File: config.mk
export PLATFORM = sky130hd
export DESIGN_NAME = fetch_align
export DESIGN_NICKNAME = d
export VERILOG_FILES = /design/src/rtl/fetch_pkg.sv /design/src/rtl/fetch_hsel.sv /design/src/rtl/fetch_align.sv
export SDC_FILE = /design/constraint.sdc
export NUM_CORES = 1
export LEC_CHECK = 0
export ABC_CLOCK_PERIOD_IN_PS = 2670
export BUFFER_PORTS_ARGS = -buffer_cell sky130_fd_sc_hd__buf_2
export CAP_MARGIN = 15
export CORE_MARGIN = 3
export CORE_UTILIZATION = 45
export DETAILED_ROUTE_END_ITERATION = 16
export MAX_ROUTING_LAYER = met4
export PLACE_DENSITY = 0.77
export SETUP_SLACK_MARGIN = 0.05
export SLEW_MARGIN = 20
export SYNTH_ARGS = -nofsm -noshare
export SYNTH_HDL_FRONTEND = slang
export SYNTH_SLANG_ARGS = --single-unit
File: constraint.sdc
create_clock -name clk -period 2.67 [get_ports clk]
set_clock_uncertainty 0.15 [all_clocks]
set_input_delay 0.267 -clock clk [delete_from_list [all_inputs] [get_ports clk]]
set_output_delay 0.267 -clock clk [all_outputs]
set_load 0.005 [all_outputs]
File: src/rtl/fetch_pkg.sv
// Shared types and helpers for the fetch_align instruction fetch/realignment stage.
package fetch_pkg;

   typedef enum logic [0:0] {
      FA_FILL = 1'b0,
      FA_RUN  = 1'b1
   } fa_state_t;

   typedef logic [15:0] half_t;

   localparam logic [1:0] RVC_OPC_FULL = 2'b11;

   // Any opcode quadrant other than 2'b11 marks a 16-bit compressed instruction.
   function automatic logic is_rvc(input half_t h);
      return h[1:0] != RVC_OPC_FULL;
   endfunction

endpackage

File: src/rtl/fetch_hsel.sv
// Halfword select and instruction assembly for fetch_align: picks the halfword at the
// cursor and builds the outgoing instruction from the read word and the buffered half.
module fetch_hsel
   import fetch_pkg::*;
(
   input  logic [31:0] i_rdata,
   input  logic [15:0] i_hbuf,
   input  logic        i_pc1,
   input  logic        i_hbuf_valid,
   output logic [15:0] o_half,
   output logic [31:0] o_instr,
   output logic        o_is_rvc
);

   assign o_half = i_pc1 ? i_rdata[31:16] : i_rdata[15:0];

   always_comb begin
      o_is_rvc = 1'b0;
      o_instr  = i_rdata;
      // A buffered low half always completes a 32-bit instruction with the next word's low half.
      if (i_hbuf_valid) begin
         o_instr = {i_rdata[15:0], i_hbuf};
      end else if (is_rvc(o_half)) begin
         o_is_rvc = 1'b1;
         o_instr  = {16'h0000, o_half};
      end
   end

endmodule

File: src/rtl/fetch_align.sv
// RV32IC fetch and realignment stage: drives the instruction-memory word address and
// presents one instruction per cycle to decode. Define FETCH_ALIGN_RVC_EN for compressed support.
module fetch_align
   import fetch_pkg::*;
#(
   parameter int          ADDR_WIDTH = 11,
   parameter int          DATA_WIDTH = 32,
   parameter logic [31:0] RESET_PC   = 32'h0
) (
   input  logic                  clk,
   input  logic                  reset,
   output logic [ADDR_WIDTH-1:0] imem_addr,
   input  logic [DATA_WIDTH-1:0] imem_rdata,
   input  logic                  redirect_valid,
   input  logic [31:0]           redirect_pc,
   input  logic                  stall,
   output logic                  instr_valid,
   output logic [31:0]           instr,
   output logic [31:0]           instr_pc,
   output logic                  instr_is_rvc
);

`ifdef FETCH_ALIGN_RVC_EN
   localparam logic [31:0] PC_MASK = 32'hFFFF_FFFE;
`else
   localparam logic [31:0] PC_MASK = 32'hFFFF_FFFC;
`endif
   localparam logic [31:0]           PC_RST = RESET_PC & PC_MASK;
   localparam logic [ADDR_WIDTH-1:0] WA_RST = RESET_PC[ADDR_WIDTH+1:2];
   localparam logic [ADDR_WIDTH-1:0] WA_ONE = {{(ADDR_WIDTH-1){1'b0}}, 1'b1};

   fa_state_t             r_state;
   fa_state_t             w_state_nxt;
   logic [31:0]           r_pc;
   logic [31:0]           w_pc_nxt;
   logic [ADDR_WIDTH-1:0] r_wa;
   logic [ADDR_WIDTH-1:0] w_wa_nxt;
   logic                  w_emit;
   logic                  w_step4;
   logic                  w_wa_inc;
   logic [31:0]           w_instr;
   logic                  w_is_rvc;

`ifdef FETCH_ALIGN_RVC_EN
   logic [15:0] r_hbuf;
   logic        r_hbuf_valid;
   logic [15:0] w_half;
   logic        w_bubble;

   fetch_hsel u_hsel (
      .i_rdata      (imem_rdata),
      .i_hbuf       (r_hbuf),
      .i_pc1        (r_pc[1]),
      .i_hbuf_valid (r_hbuf_valid),
      .o_half       (w_half),
      .o_instr      (w_instr),
      .o_is_rvc     (w_is_rvc)
   );
`else
   assign w_instr  = imem_rdata;
   assign w_is_rvc = 1'b0;
`endif

   // Classify what the current read word offers: an instruction, or a straddle bubble.
   always_comb begin
      w_emit   = 1'b0;
      w_step4  = 1'b1;
      w_wa_inc = 1'b0;
`ifdef FETCH_ALIGN_RVC_EN
      w_bubble = 1'b0;
`endif
      if (r_state == FA_RUN) begin
`ifdef FETCH_ALIGN_RVC_EN
         if (r_hbuf_valid) begin
            w_emit = 1'b1;
         end else if (w_is_rvc) begin
            w_emit   = 1'b1;
            w_step4  = 1'b0;
            w_wa_inc = r_pc[1];
         end else if (!r_pc[1]) begin
            w_emit   = 1'b1;
            w_wa_inc = 1'b1;
         end else begin
            w_bubble = 1'b1;
            w_wa_inc = 1'b1;
         end
`else
         w_emit   = 1'b1;
         w_wa_inc = 1'b1;
`endif
      end
   end

   always_comb begin
      w_state_nxt = r_state;
      w_pc_nxt    = r_pc;
      w_wa_nxt    = r_wa;
      if (r_state == FA_FILL) begin
         w_state_nxt = FA_RUN;
      end
      // Redirect wins over stall so a taken branch is never lost behind a decode stall.
      if (redirect_valid) begin
         w_state_nxt = FA_RUN;
         w_pc_nxt    = redirect_pc & PC_MASK;
         w_wa_nxt    = redirect_pc[ADDR_WIDTH+1:2];
      end else if (!stall) begin
         if (w_emit) begin
            w_pc_nxt = r_pc + (w_step4 ? 32'd4 : 32'd2);
         end
         if (w_wa_inc) begin
            w_wa_nxt = r_wa + WA_ONE;
         end
      end
   end

   always_ff @(posedge clk or negedge reset) begin
      if (!reset) begin
         r_state <= FA_FILL;
         r_pc    <= PC_RST;
         r_wa    <= WA_RST;
      end else begin
         r_state <= w_state_nxt;
         r_pc    <= w_pc_nxt;
         r_wa    <= w_wa_nxt;
      end
   end

`ifdef FETCH_ALIGN_RVC_EN
   always_ff @(posedge clk or negedge reset) begin
      if (!reset) begin
         r_hbuf       <= 16'h0000;
         r_hbuf_valid <= 1'b0;
      end else if (redirect_valid) begin
         r_hbuf_valid <= 1'b0;
      end else if (!stall) begin
         if (w_bubble) begin
            r_hbuf       <= w_half;
            r_hbuf_valid <= 1'b1;
         end else if (w_emit) begin
            r_hbuf_valid <= 1'b0;
         end
      end
   end
`endif

   // Address is combinational so the memory's registered data lines up with r_wa next cycle.
   assign imem_addr    = w_wa_nxt;
   assign instr_valid  = w_emit;
   assign instr        = w_emit ? w_instr : 32'h0;
   assign instr_is_rvc = w_emit & w_is_rvc;
   assign instr_pc     = r_pc;

endmodule

==> flow_metrics.env <==
export IMPL_hpwl_mm=5.85
export IMPL_intPower_w=0.00112
export IMPL_synth_edff_count=0
export IMPL_status="complete, no violations"
export IMPL_tritoncts="done"
export IMPL_grt_start_max_net_pins=43
export IMPL_hp_class="in2reg"
export IMPL_rows=27
export IMPL_crit_required_ns=2.25
export IMPL_synth_top_cell_area_share_pct=38.6
export IMPL_start_kind="register"
export IMPL_grt_pass1_vias=2651
export IMPL_htree_levels=2
export IMPL_grtUsageTotal_pct=22.7
export IMPL_total_power_w=0.00164
export IMPL_syn_cell_area_um2=2720
export IMPL_worstPathArrival_ns=1.99
export IMPL_wl_mm=7.69
export IMPL_slew_headroom_pct=35.5
export IMPL_worstSetupPathType="reg2out"
export IMPL_sw_frac_of_total_pct=31.3
export IMPL_die_y_um=83.8
export IMPL_rsz0062_at_grt="false"
export IMPL_finalInstanceArea_um2=3560
export IMPL_cts_buffers=5
export IMPL_cts_buffer_depth=2
export IMPL_syn_avg_cell_area_um2=9.02
export IMPL_crit_chain="buf_6 -> nor2b_1 -> buf_4 -> nand3_1 -> xnor2_1 -> mux2_2 -> buf_2"
export IMPL_setup_slack_ns=0.261
export IMPL_power_switching_w=0.000513
export IMPL_tightest_slew_ns=0.967
export IMPL_max_stage_delay_ns=0.49
export IMPL_fillCellCount=541
export IMPL_maxSlewViolCount=0
export IMPL_yosys_warnings=0
export IMPL_final_antenna_net_count=0
export IMPL_clock_sinks=42
export IMPL_pre_cts_ws_ns=0.319
export IMPL_via_count=2754
export IMPL_drt_pass1_iter_count=4
export IMPL_hold_viol=0
export IMPL_clock_latency_ns=0.30
export IMPL_start_util_pct=48.0
export IMPL_fin_crit_sh_pct=90.2
export IMPL_cp_max_fo=36
export IMPL_io_buffer_count=139
export IMPL_power_density_nw_per_um2=460
export IMPL_die_area_um2=7020
export IMPL_setup_violations=0
export IMPL_drive_gt1_share_pct=39.1
export IMPL_grt_overflow=0
export IMPL_numPlacedInstances=498
export IMPL_cellLeakagePower_nw=1.61
export IMPL_crit_path_end_kind="output pin"
export IMPL_async_reset_ff_share_pct=100
export IMPL_post_synth_top_area_cell="dfrtp_1"
export IMPL_synthCells=302
export IMPL_via_per_inst=5.43
export IMPL_fmaxAchievable_mhz=415
export IMPL_synth_area_top_cells="dfrtp_1 39%, and2_1 7.8%, mux2_2 6.6%"
export IMPL_finalNonFillerCells=507
export IMPL_drc_errors=0
export IMPL_clkTransAtPathRegs_ns=0.08
export IMPL_syn2layout_area_growth_pct=30.7
export IMPL_gp_congestion=0.808
export IMPL_cts_root_buf="clkbuf_8"
export IMPL_synthMostInstantiatedCell="dfrtp_1"
export IMPL_wire_per_inst_um=15.2
export IMPL_diodes=0
export IMPL_place_area_um2=3450
export IMPL_core_area_um2=5680
export IMPL_drt_iter0_drc=135
export IMPL_power_share_sequential_pct=48.2
export IMPL_slowest_stage="dfrtp_1"
export IMPL_die_w_um=83.8
export IMPL_maxCapViolations=0
export IMPL_ys_ff_latch=42
export IMPL_post_cts_buffers=0
export IMPL_finalCriticalPeriod_ns=2.41
export IMPL_clkPwrFrac_pct=26.5
export IMPL_combPwrFrac_pct=25.3
export IMPL_seq_area_frac_synth_pct=38.6
export IMPL_grt_antenna_before_repair=0
export IMPL_ys_flop_type="dfrtp_1"
export IMPL_synthTopCellsByCount="42 x dfrtp_1, 34 x and2_1, 22 x nand2_1"
export IMPL_grt_pass1_wl_mm=12.9
export IMPL_peakVddDrop_mv=0.355
export IMPL_num_io_pins=145
export IMPL_synth_cell_types=41
export IMPL_final_nets=504
export IMPL_tns_ns=0
-- worst max-delay path: cells and delay by family, from the launching register on --
family        cells  cell delay, ns
buf+inv           3            0.55
flops             1            0.49
mux               1            0.27
simple gates      2            0.25
xor+xnor          1            0.13
-- layer usage --
metal  vias up  routed length (um)  track usage (%)
met1      1297                3330             30.6
met3         6                 551             4.64
met5         -                   0                -
met4         0                  48             3.80
li1       1359                   -                -
met2        92                3760             35.9
-- layout make-up --
type                       count  area (um2)  share of cell area (%)
sequential                    42        1050                    29.5
multi-input combinational    236        1570                    44.0
tap                           72        90.1                    2.53
clock buffer                   7        86.3                    2.43
inverter                       5        18.8                   0.528
timing repair buffer         144         739                    20.8
clock inverter                 1        5.00                   0.141
-- cells by family (layout without fill, tap and decap cells) --
family          count (synthesis)  count (layout)  share of synthesized area, %
mux                            16              16                          6.62
flops                          42              42                          38.6
xor+xnor                       19              19                          6.11
buf+inv                        26             157                          4.14
compound gates                 45              45                          10.8
fa+ha+maj                       2               2                         0.919
other cells                     2               4                         0.276
simple gates                  150             150                          32.5
-- metrics by stage --
| step | utilization, % | hold slack (ns) |
|---|---|---|
| floorplan | - | -0.179 |
| finish | 62.7 | 0.0333 |
| CTS | 62.6 | 0.0383 |
| global route | 62.7 | 0.0453 |
| detailed placement | 60.8 | 0.317 |
| global placement | 60.8 | 0.313 |
-- sequential cells by signal, summed over array words and instances (netlist names) --
name,count
instr_pc,30
r_state,1
r_wa,11
-- worst paths after layout --
path / endpoint / cells past startpoint / start / slack [ns]
setup / recovery: imem_addr[3] / 7 / r_state / 0.26
hold / removal: instr_pc[14] / 3 / redirect_pc[14] / 0.03
setup reg to reg: instr_pc[17] / 4 / instr_pc[4] / 0.27
hold reg to reg: r_wa[10] / 2 / r_wa[10] / 0.44
max in group asynchronous: r_wa[6] / 2 / reset / 1.27
min in group asynchronous: instr_pc[21] / 2 / reset / 0.50
-- cell usage in the layout (no fill, tap or decap), types with 4 or more instances in the layout --
master | netlist | routed
or3_1 | 8 | 8
nor4_1 | 4 | 4
nand4_1 | 11 | 11
xnor2_1 | 18 | 18
inv_1 | 4 | 4
nand2_1 | 22 | 22
a21oi_1 | 4 | 4
clkbuf_8 | 0 | 6
dfrtp_1 | 42 | 42
mux2_2 | 16 | 16
nor2_1 | 20 | 20
and2_1 | 34 | 34
or4_1 | 14 | 14
o31ai_1 | 12 | 12
conb_1 | 2 | 4
o21ai_0 | 6 | 6
nand3_1 | 15 | 15
a31oi_1 | 17 | 17
buf_2 | 1 | 139
-- power groups by stage --
stage | registers (W) | logic [W] | clock network [W]
final | 0.000789 | 0.000414 | 0.000435
after CTS | 0.000788 | 0.000418 | 0.000436
after global placement | 0.000793 | 0.000408 | 0
after floorplan | 0.000787 | 0.000220 | 0
after global routing | 0.000803 | 0.000466 | 0.000469
after detailed placement | 0.000800 | 0.000414 | 0
-- repair_timing --
| item | CTS | global route |
|---|---|---|
| gates resized for setup | 0 | 1 |
| setup endpoints to repair | 0 | 2 |
| endpoints found under the hold margin | 2 | 0 |
| hold buffers | 1 | 0 |
(Power assumes the default switching activity.)
